### config.mk
export PLATFORM = sky130hd
export DESIGN_NAME = gx_fifo
export DESIGN_NICKNAME = d
export VERILOG_FILES = /design/src/rtl/gx_fifo_pkg.sv /design/src/rtl/gx_fifo_gather.sv /design/src/rtl/gx_fifo.sv
export SDC_FILE = /design/constraint.sdc
export NUM_CORES = 1
export LEC_CHECK = 0
export ABC_AREA = 0
export ABC_CLOCK_PERIOD_IN_PS = 4960
export CAP_MARGIN = 0
export CORE_UTILIZATION = 45
export CTS_CLUSTER_SIZE = 16
export DETAILED_ROUTE_END_ITERATION = 8
export GPL_TIMING_DRIVEN = 0
export SLEW_MARGIN = 15
export SYNTH_ARGS = -nofsm -noshare
export SYNTH_HDL_FRONTEND = slang
export SYNTH_SLANG_ARGS = --single-unit
export TNS_END_PERCENT = 5
### constraint.sdc
create_clock -name clk -period 4.96 [get_ports clk]
set_input_delay 1.24 -clock clk [delete_from_list [all_inputs] [get_ports clk]]
set_output_delay 1.24 -clock clk [all_outputs]
set_load 0.05 [all_outputs]
### src/rtl/gx_fifo_pkg.sv
// Shared definitions for the GX write-gather FIFO: write-size encodings,
// default geometry and the gather register layout.
package gx_fifo_pkg;

    localparam int DEFAULT_DEPTH_LOG2 = 5;
    localparam int DEPTH              = 1 << DEFAULT_DEPTH_LOG2;
    localparam int COUNT_W            = DEFAULT_DEPTH_LOG2 + 1;

    localparam logic [1:0] SIZE_BYTE = 2'd0;
    localparam logic [1:0] SIZE_HALF = 2'd1;
    localparam logic [1:0] SIZE_WORD = 2'd2;

    // bytes[3] is the first (most significant) gathered byte; unused lanes stay zero.
    typedef struct packed {
        logic [3:0][7:0] bytes;
        logic [1:0]      g;
    } gather_t;

    function automatic logic [2:0] size_bytes(input logic [1:0] size);
        case (size)
            SIZE_BYTE: size_bytes = 3'd1;
            SIZE_HALF: size_bytes = 3'd2;
            SIZE_WORD: size_bytes = 3'd4;
            default:   size_bytes = 3'd0;
        endcase
    endfunction

endpackage

### src/rtl/gx_fifo_gather.sv
// Big-endian byte-lane packer: appends incoming bytes behind the gathered ones
// and emits at most one completed 32-bit word per cycle.
module gx_fifo_gather
    import gx_fifo_pkg::*;
(
    input  logic        clk,
    input  logic        reset,
    input  logic        wr_accept,
    input  logic [1:0]  size,
    input  logic [31:0] data,
    input  logic        flush,
    output logic        push,
    output logic [31:0] push_word
);

    gather_t     cur;
    gather_t     nxt;
    logic [31:0] in_word;
    logic [63:0] combined;
    logic [3:0]  total;

    always_comb begin
        case (size)
            SIZE_BYTE: in_word = {data[7:0], 24'h0};
            SIZE_HALF: in_word = {data[15:0], 16'h0};
            SIZE_WORD: in_word = data;
            default:   in_word = '0;
        endcase
    end

    // Lanes past g are zero, so OR-ing the shifted write behind them concatenates the streams.
    assign combined = {cur.bytes, 32'h0} | ({in_word, 32'h0} >> {cur.g, 3'b000});
    assign total    = {2'b00, cur.g} + {1'b0, size_bytes(size)};

    always_comb begin
        nxt       = cur;
        push      = 1'b0;
        push_word = '0;
        if (wr_accept) begin
            if (total >= 4'd4) begin
                push      = 1'b1;
                push_word = combined[63:32];
                nxt.bytes = combined[31:0];
            end else begin
                nxt.bytes = combined[63:32];
            end
            nxt.g = total[1:0];
        end else if (flush && cur.g != 2'd0) begin
            push      = 1'b1;
            push_word = cur.bytes;
            nxt       = '0;
        end
    end

    always_ff @(posedge clk) begin
        if (reset) cur <= '0;
        else       cur <= nxt;
    end

endmodule

### src/rtl/gx_fifo.sv
// GX pipe write FIFO: gathers CPU writes into words, buffers them in a ring
// and presents them show-ahead to the command processor with watermark IRQs.
module gx_fifo
    import gx_fifo_pkg::*;
#(
    parameter int DEPTH_LOG2 = DEFAULT_DEPTH_LOG2
) (
    input  logic                  clk,
    input  logic                  reset,
    input  logic                  WriteEn,
    input  logic [1:0]            WriteSize,
    input  logic [31:0]           WriteData,
    output logic                  WriteReady,
    input  logic                  Flush,
    input  logic                  GXFIFORead,
    output logic                  GXFIFOValid,
    output logic [31:0]           GXFIFOData,
    output logic [DEPTH_LOG2:0]   Count,
    input  logic [DEPTH_LOG2:0]   HiWatermark,
    input  logic [DEPTH_LOG2:0]   LoWatermark,
    input  logic                  HiEnable,
    input  logic                  LoEnable,
    output logic                  HiIRQ,
    output logic                  LoIRQ,
    output logic                  Overflow,
    input  logic                  OverflowClear
);

    localparam int RING = 1 << DEPTH_LOG2;

    logic [31:0]         mem [RING];
    logic [DEPTH_LOG2:0] wptr;
    logic [DEPTH_LOG2:0] rptr;
    logic                full;
    logic                accept;
    logic                drop;
    logic                flush_ok;
    logic                push;
    logic                pop;
    logic [31:0]         push_word;

    assign Count       = wptr - rptr;
    // Count never exceeds RING, so its MSB alone marks a full ring.
    assign full        = Count[DEPTH_LOG2];
    assign WriteReady  = !full;
    assign GXFIFOValid = Count != '0;
    assign GXFIFOData  = mem[rptr[DEPTH_LOG2-1:0]];

    assign accept   = WriteEn && !full && WriteSize != 2'd3;
    assign drop     = WriteEn && full;
    assign flush_ok = Flush && !WriteEn && !full;
    assign pop      = GXFIFORead && GXFIFOValid;

    gx_fifo_gather u_gather (
        .clk       (clk),
        .reset     (reset),
        .wr_accept (accept),
        .size      (WriteSize),
        .data      (WriteData),
        .flush     (flush_ok),
        .push      (push),
        .push_word (push_word)
    );

    always_ff @(posedge clk) begin
        if (push && !reset) mem[wptr[DEPTH_LOG2-1:0]] <= push_word;
    end

    always_ff @(posedge clk) begin
        if (reset) begin
            wptr     <= '0;
            rptr     <= '0;
            Overflow <= 1'b0;
            HiIRQ    <= 1'b0;
            LoIRQ    <= 1'b0;
        end else begin
            if (push) wptr <= wptr + 1'b1;
            if (pop)  rptr <= rptr + 1'b1;
            if (drop)               Overflow <= 1'b1;
            else if (OverflowClear) Overflow <= 1'b0;
            HiIRQ <= HiEnable && (Count >= HiWatermark);
            LoIRQ <= LoEnable && (Count <= LoWatermark);
        end
    end

endmodule

==> flow_summary.json <==
{
  "status": "finished with violations",
  "violations": "setup timing",
  "synthesis.nets": 2099,
  "worst_slack_ps": -92.6,
  "min_from": "u_gather.cur[32]",
  "p_comb_share_pct": 27.1,
  "syn_avg_cell_area_um2": 21.3,
  "crit_path_start_kind": "flop",
  "worstSetupPathType": "flop to output port",
  "clkPwrFrac_pct": 31.7,
  "grt_setup_unrepaired": "true",
  "track_usage_pct": 23.9,
  "synth_xor_area_share_pct": 0.0814,
  "ys_warn_count": 0,
  "cts-buffers-inserted": 108,
  "period_share_pct": 102,
  "crit_chain": "buf_4, buf_2, mux4_2, mux4_2, mux2_2, clkdlybuf4s50_1",
  "design_area_um2": 51500,
  "overflow": 0,
  "ant_nets": 0,
  "io_pins": 97,
  "synthSimpleGateAreaFrac_pct": 1.88,
  "core_um2": 94900,
  "final_layout_size_suffix_gt1_share_pct": 32.1,
  "cts_tree": "done",
  "port-buffer-count": 96,
  "rows": 113,
  "r2r_cells": 10,
  "drtPass1Iterations": 6,
  "r2r_slack_ps": 560,
  "synth_area_leader_cell": "edfxtp_1",
  "die_width_um": 311,
  "switching_share_pct": 29.7,
  "r2r-end": "mem[23][25]",
  "grt_pass1_wl_um": 165000,
  "p_int_mw": 17.5,
  "synth_most_common_cell": "edfxtp_1",
  "worst_hold_path_type": "flop to flop",
  "clock_latency_ps": 690,
  "fin_worst_skew_ps": 30.6,
  "maxCapViolCount": 0,
  "synth_flop_cell": "edfxtp_1",
  "synth_common_cells": "1024 x edfxtp_1, 320 x mux4_2, 77 x nor2_1",
  "seqCellArea_um2": 31800,
  "clock-sinks": 1078,
  "worst_path_largest_cell_delay_ps": 710,
  "synthAdderAreaFrac_pct": 0.750,
  "die_area_um2": 96900,
  "worst_slew_pin_slew_ps": 1300,
  "wl_per_cell_um": 31.3,
  "synth_top_area_share_pct": 71.4,
  "initialDrtViolationCount": 2624,
  "cts-root-buf": "clkbuf_16",
  "required_ps": 3720,
  "synth.distinct_cells": 64,
  "grt_max_degree": 33,
  "crit_top_cell": "mux4_2",
  "place_hpwl_um": 73900,
  "cpMaxStageDelayCell": "clkdlybuf4s50_1",
  "synth_compound_area_share_pct": 3.82,
  "clockBufferDepth": 3,
  "p_switching_mw": 7.39,
  "cts_hold_buffers": 0,
  "cp-end-kind": "output port",
  "multi_input_area_um2": 11200,
  "hold_viol_final": 0,
  "min_to": "u_gather.cur[32]",
  "synth-async-reset-ratio_pct": 0,
  "timing.hold.ws_ps": 493,
  "setup_viol": 30,
  "fillers": 7129,
  "vias": 22700,
  "power_frac_seq_pct": 41.2,
  "ys_top_cells_by_area": "edfxtp_1 71%, mux4_2 17%, dfxtp_1 2.5%",
  "place_area_um2": 47000,
  "final_max_slew_viol_count": 0,
  "ys_ff_latch": 1078,
  "synth-edff-count": 1024,
  "fin_nets": 2414,
  "start_util_pct": 45.4,
  "die_y_um": 311,
  "synth.mux.area_fraction_pct": 18.1,
  "synth_top_family_by_area": "multiplexers",
  "holdPathStages": 1,
  "critical_path_peak_fanout": 10,
  "diodes": 0,
  "ir_drop_v": 0.000573,
  "worst_ep_arrival_time_ps": 3810,
  "grt_antenna_before_repair": 3,
  "drc_errors": 0,
  "r2r-start": "u_gather.cur[1]",
  "relSlewSlack_pct": 12.7,
  "drt-total-wl_um": 116000,
  "clkTransAtPathRegs_ps": 60,
  "vias_per_cell": 6.13,
  "syn-cell-area_um2": 43000,
  "ys_seq_area_share_pct": 73.9,
  "max_freq_mhz": 198,
  "syn_inst": 2022,
  "gp_congestion": 0.873,
  "fin_crit_ps": 5050,
  "grt_pass1_vias": 23000,
  "p_per_area_nw_per_um2": 483,
  "p_leak_nw": 16.2,
  "syn2layout_area_growth_pct": 19.7,
  "ctsHtreeMaxLevel": 3
}
-- worst max-delay path: cells and delay by family (launching register included) --
kind | cells | cell delay, ps
buf+inv | 3 | 1500
mux | 3 | 1180
flops | 1 | 450
-- state kept, by name, summed over array words and instances (netlist names), named ones only --
| register | count |
|---|---|
| mem | 1024 |
| u_gather.cur | 34 |
| Overflow | 1 |
| LoIRQ | 1 |
| rptr | 6 |
| wptr | 6 |
| HiIRQ | 1 |
-- routing by layer --
layer	share of wire [%]	global-route usage (%)	vias to the layer above
met5	0	0	-
met4	2.7	7.06	0
met3	6.9	3.07	162
met2	49	39.1	997
met1	41	33.9	12200
li1	-	-	9270
-- worst max-delay path by stage --
stage / cells after the start / slack, ps / startpoint / to
floorplan: 11 / -100 / WriteSize[0] / mem[15][0]
CTS: 13 / -590 / WriteSize[0] / mem[3][28]
global route: 14 / -210 / WriteSize[0] / mem[26][25]
detailed placement: 13 / -1530 / WriteSize[0] / mem[24][11]
global placement: 12 / -3550 / WriteSize[0] / mem[12][19]
finish: 6 / -90 / flop / GXFIFOData[26]
-- metrics by stage --
stage | setup TNS [ps] | setup WS, ps | instances | utilization [%] | power (mW)
after global routing | -75500 | -213 | 3696 | 54.3 | 25.7
after floorplan | -85170 | -96.0 | 2022 | - | 14.9
after global placement | -4797050 | -3550 | 3383 | 48.1 | 17.0
after CTS | -441340 | -586 | 3643 | 53.4 | 25.0
final | -1080 | -92.6 | 3696 | 54.3 | 24.9
after detailed placement | -2223940 | -1530 | 3435 | 49.5 | 17.1
-- cell type report --
cell class,instances,share of cell area (%)
plain buffers,116,1.32
clock buffers,149,5.70
well taps,1265,3.07
inverters,26,0.189
multi-input cells,803,21.8
clock inverters,55,0.942
flip-flops and latches,1078,61.8
repair buffers,204,5.25
-- power groups by stage --
stage,Combinational (mW),Clock (mW),Sequential (mW)
floorplan,4.47,0,10.4
global placement,6.53,0,10.4
detailed placement,6.71,0,10.4
CTS,6.79,7.99,10.2
global route,7.12,8.33,10.3
finish,6.74,7.90,10.3
-- layout by cell type (no fill, tap or decap), types with 9 or more instances in the layout --
cell,count
clkbuf_16,108
a22o_4,10
dlygate4sd2_1,23
buf_12,52
mux4_2,320
buf_16,12
a211oi_1,17
a21o_1,11
o21ai_0,30
clkbuf_1,72
nor2_1,37
a22oi_1,16
clkdlybuf4s50_1,65
nor3_1,10
mux2_2,36
a21oi_1,32
nor2_4,35
inv_1,25
mux2i_1,17
clkinv_1,19
a221oi_1,16
buf_6,17
clkbuf_4,11
a31oi_1,9
ha_1,21
clkinv_2,20
buf_4,58
a22o_1,9
nand2_1,26
o31ai_1,10
dfxtp_1,53
buf_2,16
nand3_1,11
edfxtp_1,1024
clkbuf_2,15
-- cell families after synthesis --
kind of cell,after synthesis
adders and majority gates,25
xor gates and xnor gates,4
and+or+nand+nor,173
muxes,373
AOI/OAI and AO/OA,226
DFF,1078
buffers and inverters,143
-- what timing repair did --
action                                  in CTS  in global routing
endpoints found under the setup margin    1972               1944
pin swaps                                   25                 32
buffers inserted                             3                 52
gates cloned                                 2                  0
gates resized for setup                    124                 40
Note: power is estimated with default switching activity, not from simulation.
